===== config.mk =====
export PLATFORM = sky130hd
export DESIGN_NAME = wptr_full_flat
export DESIGN_NICKNAME = d
export VERILOG_FILES = /design/src/rtl/wptr_full_if.sv /design/src/rtl/wptr_full.sv /design/src/flat_wrapper.sv
export SDC_FILE = /design/constraint.sdc
export NUM_CORES = 1
export LEC_CHECK = 0
export CAP_MARGIN = 20
export CORE_AREA = 5 5 42 44
export CTS_CLUSTER_SIZE = 30
export DETAILED_ROUTE_END_ITERATION = 12
export DIE_AREA = 0 0 47 49
export GPL_TIMING_DRIVEN = 0
export PLACE_DENSITY = 0.64
export SLEW_MARGIN = 25
export SYNTH_ARGS = -nofsm -noshare
export SYNTH_HDL_FRONTEND = slang
export SYNTH_SLANG_ARGS = --single-unit

===== constraint.sdc =====
create_clock -name wclk -period 1.7 [get_ports wclk]
set_input_delay 0.51 -clock wclk [delete_from_list [all_inputs] [get_ports wclk]]
set_output_delay 0.51 -clock wclk [all_outputs]
set_load 0.05 [all_outputs]

===== src/rtl/wptr_full_if.sv =====
// Write-side bundle between the producer, the async comparator and wptr_full.
// Stats signals exist only when WPTR_FULL_STATS_EN is defined.
interface wptr_full_if #(
    parameter int ADDR_WD = 4,
    parameter int CNT_WD  = 16
);
    logic               winc;
    logic               afull_n;
    logic               woverflow_clr;
    logic               wen;
    logic [ADDR_WD-1:0] waddr;
    logic [ADDR_WD-1:0] wptr;
    logic               wfull;
    logic               woverflow;
`ifdef WPTR_FULL_STATS_EN
    logic               stats_clr;
    logic [CNT_WD-1:0]  wr_acc_cnt;
    logic [CNT_WD-1:0]  wr_rej_cnt;

    modport master (
        output winc, afull_n, woverflow_clr, stats_clr,
        input  wen, waddr, wptr, wfull, woverflow, wr_acc_cnt, wr_rej_cnt
    );
    modport slave (
        input  winc, afull_n, woverflow_clr, stats_clr,
        output wen, waddr, wptr, wfull, woverflow, wr_acc_cnt, wr_rej_cnt
    );
`else
    modport master (
        output winc, afull_n, woverflow_clr,
        input  wen, waddr, wptr, wfull, woverflow
    );
    modport slave (
        input  winc, afull_n, woverflow_clr,
        output wen, waddr, wptr, wfull, woverflow
    );
`endif
endinterface


===== src/rtl/wptr_full.sv =====
// Write pointer (binary + Gray) and full flag for the async-comparison FIFO; optional stats via WPTR_FULL_STATS_EN.
// Latency: accepted write moves waddr/wptr next edge; wfull sets asynchronously, clears on 2nd edge.
// Backpressure: wen = winc & ~wfull; writes while full are dropped and latched in woverflow.
module wptr_full #(
    parameter int ADDR_WD = 4,
    parameter int CNT_WD  = 16
) (
    input  logic         wclk,
    input  logic         wrst_n,
    wptr_full_if.slave   bus
);
    logic [ADDR_WD-1:0] r_wbin;
    logic [ADDR_WD-1:0] r_wgray;
    logic [ADDR_WD-1:0] w_bnext;
    logic [ADDR_WD-1:0] w_gnext;
    logic               r_wq1;
    logic               r_wq2;
    logic               r_woverflow;
    logic               w_wen;
    logic               w_afull_n;
    logic               w_wrej;

    assign w_afull_n = bus.afull_n;
    assign w_wen     = bus.winc & ~r_wq2;
    assign w_wrej    = bus.winc & r_wq2;
    assign w_bnext   = r_wbin + {{(ADDR_WD-1){1'b0}}, w_wen};
    assign w_gnext   = (w_bnext >> 1) ^ w_bnext;

    always_ff @(posedge wclk) begin
        if (!wrst_n) begin
            r_wbin  <= '0;
            r_wgray <= '0;
        end else begin
            r_wbin  <= w_bnext;
            r_wgray <= w_gnext;
        end
    end

    // afull_n is an async set, so full asserts without a clock; release is
    // deliberately two edges late so a racing pointer update cannot glitch it.
    always_ff @(posedge wclk or negedge w_afull_n) begin
        if (!w_afull_n) begin
            r_wq1 <= 1'b1;
            r_wq2 <= 1'b1;
        end else if (!wrst_n) begin
            r_wq1 <= 1'b0;
            r_wq2 <= 1'b0;
        end else begin
            r_wq1 <= 1'b0;
            r_wq2 <= r_wq1;
        end
    end

    always_ff @(posedge wclk) begin
        if (!wrst_n) begin
            r_woverflow <= 1'b0;
        end else if (w_wrej) begin
            r_woverflow <= 1'b1;
        end else if (bus.woverflow_clr) begin
            r_woverflow <= 1'b0;
        end
    end

    assign bus.wen       = w_wen;
    assign bus.waddr     = r_wbin;
    assign bus.wptr      = r_wgray;
    assign bus.wfull     = r_wq2;
    assign bus.woverflow = r_woverflow;

`ifdef WPTR_FULL_STATS_EN
    logic [CNT_WD-1:0] r_acc_cnt;
    logic [CNT_WD-1:0] r_rej_cnt;

    // Saturating counters; clear has priority over increment.
    always_ff @(posedge wclk) begin
        if (!wrst_n || bus.stats_clr) begin
            r_acc_cnt <= '0;
            r_rej_cnt <= '0;
        end else begin
            if (w_wen && !(&r_acc_cnt)) begin
                r_acc_cnt <= r_acc_cnt + 1'b1;
            end
            if (w_wrej && !(&r_rej_cnt)) begin
                r_rej_cnt <= r_rej_cnt + 1'b1;
            end
        end
    end

    assign bus.wr_acc_cnt = r_acc_cnt;
    assign bus.wr_rej_cnt = r_rej_cnt;
`else
    if (CNT_WD < 1) begin : g_cnt_wd_chk
        $error("wptr_full: CNT_WD must be at least 1");
    end
`endif
endmodule


===== src/flat_wrapper.sv =====
// flat-port wrapper written by rule: the top's interface ports become plain ports
module wptr_full_flat 
#(
    parameter int ADDR_WD = 4,
    parameter int CNT_WD  = 16
)
  (wclk, wrst_n, bus_winc, bus_afull_n, bus_woverflow_clr, bus_wen, bus_waddr, bus_wptr, bus_wfull, bus_woverflow);
  wptr_full_if #(.ADDR_WD(ADDR_WD), .CNT_WD(CNT_WD)) bus_i ();
  input  logic wclk;
  input  logic wrst_n;
  input wire logic [$bits(bus_i.winc)-1:0] bus_winc;
  input wire logic [$bits(bus_i.afull_n)-1:0] bus_afull_n;
  input wire logic [$bits(bus_i.woverflow_clr)-1:0] bus_woverflow_clr;
  output wire logic [$bits(bus_i.wen)-1:0] bus_wen;
  output wire logic [$bits(bus_i.waddr)-1:0] bus_waddr;
  output wire logic [$bits(bus_i.wptr)-1:0] bus_wptr;
  output wire logic [$bits(bus_i.wfull)-1:0] bus_wfull;
  output wire logic [$bits(bus_i.woverflow)-1:0] bus_woverflow;
  assign bus_i.winc = bus_winc;
  assign bus_i.afull_n = bus_afull_n;
  assign bus_i.woverflow_clr = bus_woverflow_clr;
  assign bus_wen = bus_i.wen;
  assign bus_waddr = bus_i.waddr;
  assign bus_wptr = bus_i.wptr;
  assign bus_wfull = bus_i.wfull;
  assign bus_woverflow = bus_i.woverflow;
  wptr_full #(.ADDR_WD(ADDR_WD), .CNT_WD(CNT_WD)) u_core (.wclk(wclk), .wrst_n(wrst_n), .bus(bus_i));
endmodule

# --- Word-level counts from Yosys, hierarchy flattened ---
# Cells that the tools add are included.
word_totals:
  register_bits: 11
  in_bits: 5
  output_inout_bits: 11
classes:
  n_addsub: 1
  muxes: 3
  bitwise_logic: 4
  reduce_logical: 1
op_table:
  columns: ["cell", "n"]
  rows:
  - ["adder 4 x 1 -> 4 bit", 1]
  - ["bitwise XOR 3 x 4 -> 4 bit", 1]
  - ["2-to-1 mux 1 bit", 3]
  - ["bitwise AND 1 bit", 2]
  - ["nonzero test 2 bit", 1]
  - ["inverter 1 bit", 1]

# --- Longest topological paths before layout ---
depth:
  word_depth: 4
  mapped_depth: 6

# --- Least setup slack after synthesis ---
# Ideal clock, no wire load.
synth_timing:
  kind: "input to register"
  start: "in bus_winc"
  end: "reg u_core.r_wgray[2] (netlist: u_core.bus.wptr[2])"
  setup_time_ns: 0.115
  t_arrival_ns: 2.212
  required_time_ns: 1.585
  setup_slack_ns: -0.627
  path_stages: 6
  path_cell_list: "nor2b_1 ha_1 ha_1 xor2_1 nand3_1 and3b_1"
synth_via:
  elab_chain_len: 3
synth_lines:
  columns: ["element", "line_no", "rtl"]
  rows:
  - ["from (decl)", "flat_wrapper.sv:11", "input wire logic [$bits(bus_i.winc)-1:0] bus_winc;"]
  - ["bitwise AND 1 bit", "wptr_full.sv:24", "assign w_wen = bus.winc & ~r_wq2;"]
  - ["adder 4 x 1 -> 4 bit", "wptr_full.sv:26", "assign w_bnext = r_wbin + {{(ADDR_WD-1){1'b0}}, w_wen};"]
  - ["bitwise XOR 3 x 4 -> 4 bit", "wptr_full.sv:27", "assign w_gnext = (w_bnext >> 1) ^ w_bnext;"]
  - ["to (signal assigned)", "wptr_full.sv:35", "r_wgray <= w_gnext;"]
  - ["to (decl)", "wptr_full.sv:13", "logic [ADDR_WD-1:0] r_wgray;"]
# Every way passes these cells.
# A chain may end at the register's enable or synchronous reset.

# --- Final worst setup path ---
layout_timing:
  start: "reg u_core.r_wbin[2] (netlist: u_core.bus.waddr[2])"
  end: "out bus_waddr[2]"
layout_rtl:
  columns: ["element", "line_no", "rtl"]
  rows:
  - ["from (decl)", "wptr_full.sv:12", "logic [ADDR_WD-1:0] r_wbin;"]
  - ["from (signal assigned)", "wptr_full.sv:34", "r_wbin <= w_bnext;"]
  - ["to (decl)", "flat_wrapper.sv:15", "output wire logic [$bits(bus_i.waddr)-1:0] bus_waddr;"]
# No word-level cell between the ends.

==> flow_metrics.env <==
export IMPL_slew_viol_final=0
export IMPL_synth_cells=35
export IMPL_numCtsBuffers=3
export IMPL_nets=62
export IMPL_dpl_hpwl_um=532
export IMPL_die_w_um=47
export IMPL_critPathMaxStageDelay_ps=440
export IMPL_yosysTopAreaCell="dfxtp_1"
export IMPL_antenna_found_initial=0
export IMPL_final_hold_viol_count=0
export IMPL_port_buffer_count=15
export IMPL_syn_to_final_growth_pct=61.1
export IMPL_crit_start="u_core.bus.waddr[2]$_SDFF_PN0_"
export IMPL_post_drt_wl_per_cell_um=10.3
export IMPL_place_area_um2=599
export IMPL_rsz0062_at_grt="false"
export IMPL_drt_wl_total_um=724
export IMPL_setup_viol=0
export IMPL_synth_seq_cells=10
export IMPL_power_density_mw_per_mm2=941
export IMPL_cp_cell_sequence="clkdlybuf4s15_2"
export IMPL_layout_min_cycle_time_ps=1620
export IMPL_vias=294
export IMPL_outcome="complete, no violations"
export IMPL_hp_start="u_core.bus.woverflow$_SDFFE_PN0P_"
export IMPL_drt_first_pass_iters=1
export IMPL_min_path_type="reg2reg"
export IMPL_post_synth_top_area_fraction_pct=41.2
export IMPL_clockBufferDepth=2
export IMPL_row_count=14
export IMPL_p_leak_nw=0.286
export IMPL_synth_area_leaders="dfxtp_1, dfstp_2, and2_1"
export IMPL_design_area_um2=627
export IMPL_cp_arrival_ps=1110
export IMPL_viasPerCell=4.20
export IMPL_synth_edf_count=0
export IMPL_async_reset_ff_share_pct=20.0
export IMPL_insertion_delay_ps=260
export IMPL_critPathKind="reg2out"
export IMPL_remaining_drc_errors=0
export IMPL_fillerInstances=151
export IMPL_cap_violations=0
export IMPL_worstPathRequired_ps=1190
export IMPL_peakVddDrop_v=0.000456
export IMPL_avgSynthCellArea_um2=11.1
export IMPL_synthTopCellsByCount="dfxtp_1, and2_1, xor2_1"
export IMPL_place_congestion=0.655
export IMPL_ys_seq_area_share_pct=54.7
export IMPL_r2r_start="u_core.bus.wfull$_DFF_PN1_"
export IMPL_syn_nets=42
export IMPL_initial_utilization_pct=27.8
export IMPL_dieHeight_um=49
export IMPL_hold_buffers=0
export IMPL_grt_max_degree=10
export IMPL_drtIter0Drc=0
export IMPL_ys_flop_type="dfxtp_1"
export IMPL_post_route_period_util_pct=95.4
export IMPL_crit_fanout=5
export IMPL_crit_buf_inv=1
export IMPL_grt_usage_pct=8.64
export IMPL_synth_cell_types=16
export IMPL_drtAntennaViolNets=0
export IMPL_clock_sinks=10
export IMPL_cts_tree="yes"
export IMPL_root_buffer="clkbuf_4"
export IMPL_grt_pass1_wl_mm=1.35
export IMPL_fin_skew_ps=4.52
export IMPL_antenna_cells=0
export IMPL_critPathCaptureType="output pin"
export IMPL_synth_most_common_cell="dfxtp_1"
export IMPL_cpMaxStageDelayCell="dfxtp_1"
export IMPL_pin_count=16
export IMPL_netlist_area_um2=389
export IMPL_postCtsSetupBuffers=0
export IMPL_grt_ovfl_total=0
export IMPL_h_tree_depth=1
export IMPL_clk_pin_slew_ps=70
export IMPL_yosysWarningCount=0
export IMPL_utilization_pct=44.7
export IMPL_die_area_mm2=0.00230
export IMPL_first_global_vias=324
export IMPL_cp_start_kind="flop"
export IMPL_drive_above_1_share_pct=37.0
export IMPL_critPathTopFamily="flip-flops"
export IMPL_core_mm2=0.00140
export IMPL_fmax_ghz=0.617
-- registers in the layout, summed over array words and instances (netlist names) --
signal and cells:
u_core.bus.wptr 4, u_core.r_wq1 1, u_core.bus.wfull 1, u_core.bus.waddr 3, u_core.bus.woverflow 1
-- cell type report --
| type | instances | area, µm² | area share, % |
|---|---|---|---|
| timing repair buffer | 15 | 134 | 21.4 |
| buffer | 1 | 7.51 | 1.20 |
| clock buffer | 4 | 36.3 | 5.79 |
| tap | 16 | 20.0 | 3.19 |
| multi-input combinational | 24 | 216 | 34.5 |
| sequential | 10 | 213 | 33.9 |
-- what timing repair did --
| action | in CTS | in global routing |
|---|---|---|
| setup endpoints to repair | 13 | 2 |
| cloned | 0 | 0 |
| gates resized for setup | 32 | 2 |
| pin swaps | 0 | 0 |
-- metrics by stage --
stage | total power, mW | worst slack (ps) | instances | hold WS (ps) | TNS [ps]
floorplan | 0.349 | -96.8 | 35 | 362 | -191
global placement | 0.395 | -796 | 66 | 468 | -2370
detailed placement | 0.395 | -791 | 66 | 473 | -2410
CTS | 0.605 | 11.5 | 70 | 488 | 0
global route | 0.631 | 18.1 | 70 | 506 | 0
finish | 0.590 | 78.0 | 70 | 484 | 0
-- final timing paths --
path | end | slack (ps) | cells past startpoint
max reg2reg | u_core.bus.wptr[1]$_SDFF_PN0_ | 180 | 6
min in group asynchronous | u_core.r_wq1$_DFF_PN1_ | 600 | 1
max in group asynchronous | u_core.bus.wfull$_DFF_PN1_ | 1080 | 1
min | u_core.bus.woverflow$_SDFFE_PN0P_ | 480 | 2
max | bus_waddr[2] | 80 | 1
min reg2reg | u_core.bus.woverflow$_SDFFE_PN0P_ | 480 | 2
-- placed cells by master (no fill, tap or decap) --
cell type        n
clkbuf_2         1
and2_1           6
xnor2_1          1
clkbuf_8         1
nand2_1          2
a21boi_0         1
buf_4            3
xor2_1           2
nand2b_1         1
dfstp_2          2
dlygate4sd2_1    4
a21oi_1          1
nor2b_4          1
clkdlybuf4s15_2  3
clkbuf_4         3
ha_4             2
buf_2            1
nand3_1          2
dfxtp_1          8
and2_2           1
clkdlybuf4s50_1  3
and3b_1          1
conb_1           1
xor2_2           2
clkdlybuf4s15_1  1
-- power breakdown --
part / switching (mW) / total (mW) / leakage, nW / internal (mW)
logic: 0.0739 / 0.118 / 0.178 / 0.0443
clock network: 0.0817 / 0.212 / 0.0210 / 0.130
registers: 0.00886 / 0.260 / 0.0862 / 0.251
-- cells by family (layout without fill, tap and decap cells) --
logic type	count (synthesis)	after routing	synth area share (%)
XOR/XNOR	5	5	11.3
adder cells (fa/ha/maj)	2	2	6.43
AO/OA/AOI/OAI	2	2	3.21
AND/OR/NAND/NOR	14	14	21.5
buffers and inverters	1	20	1.93
other	1	1	0.964
flip-flops	10	10	54.7
-- routing by layer --
metal  part of all wire (%)  global-route usage, %  up-vias  wire, µm
met5                      0                      0        -         0
met1                     36                   7.61      137       258
met4                    1.4                   5.53        0        10
met2                     52                   13.6       10       378
met3                     10                   5.90        2        76
li1                       -                      -      145         -
(Power assumes the default switching activity.)
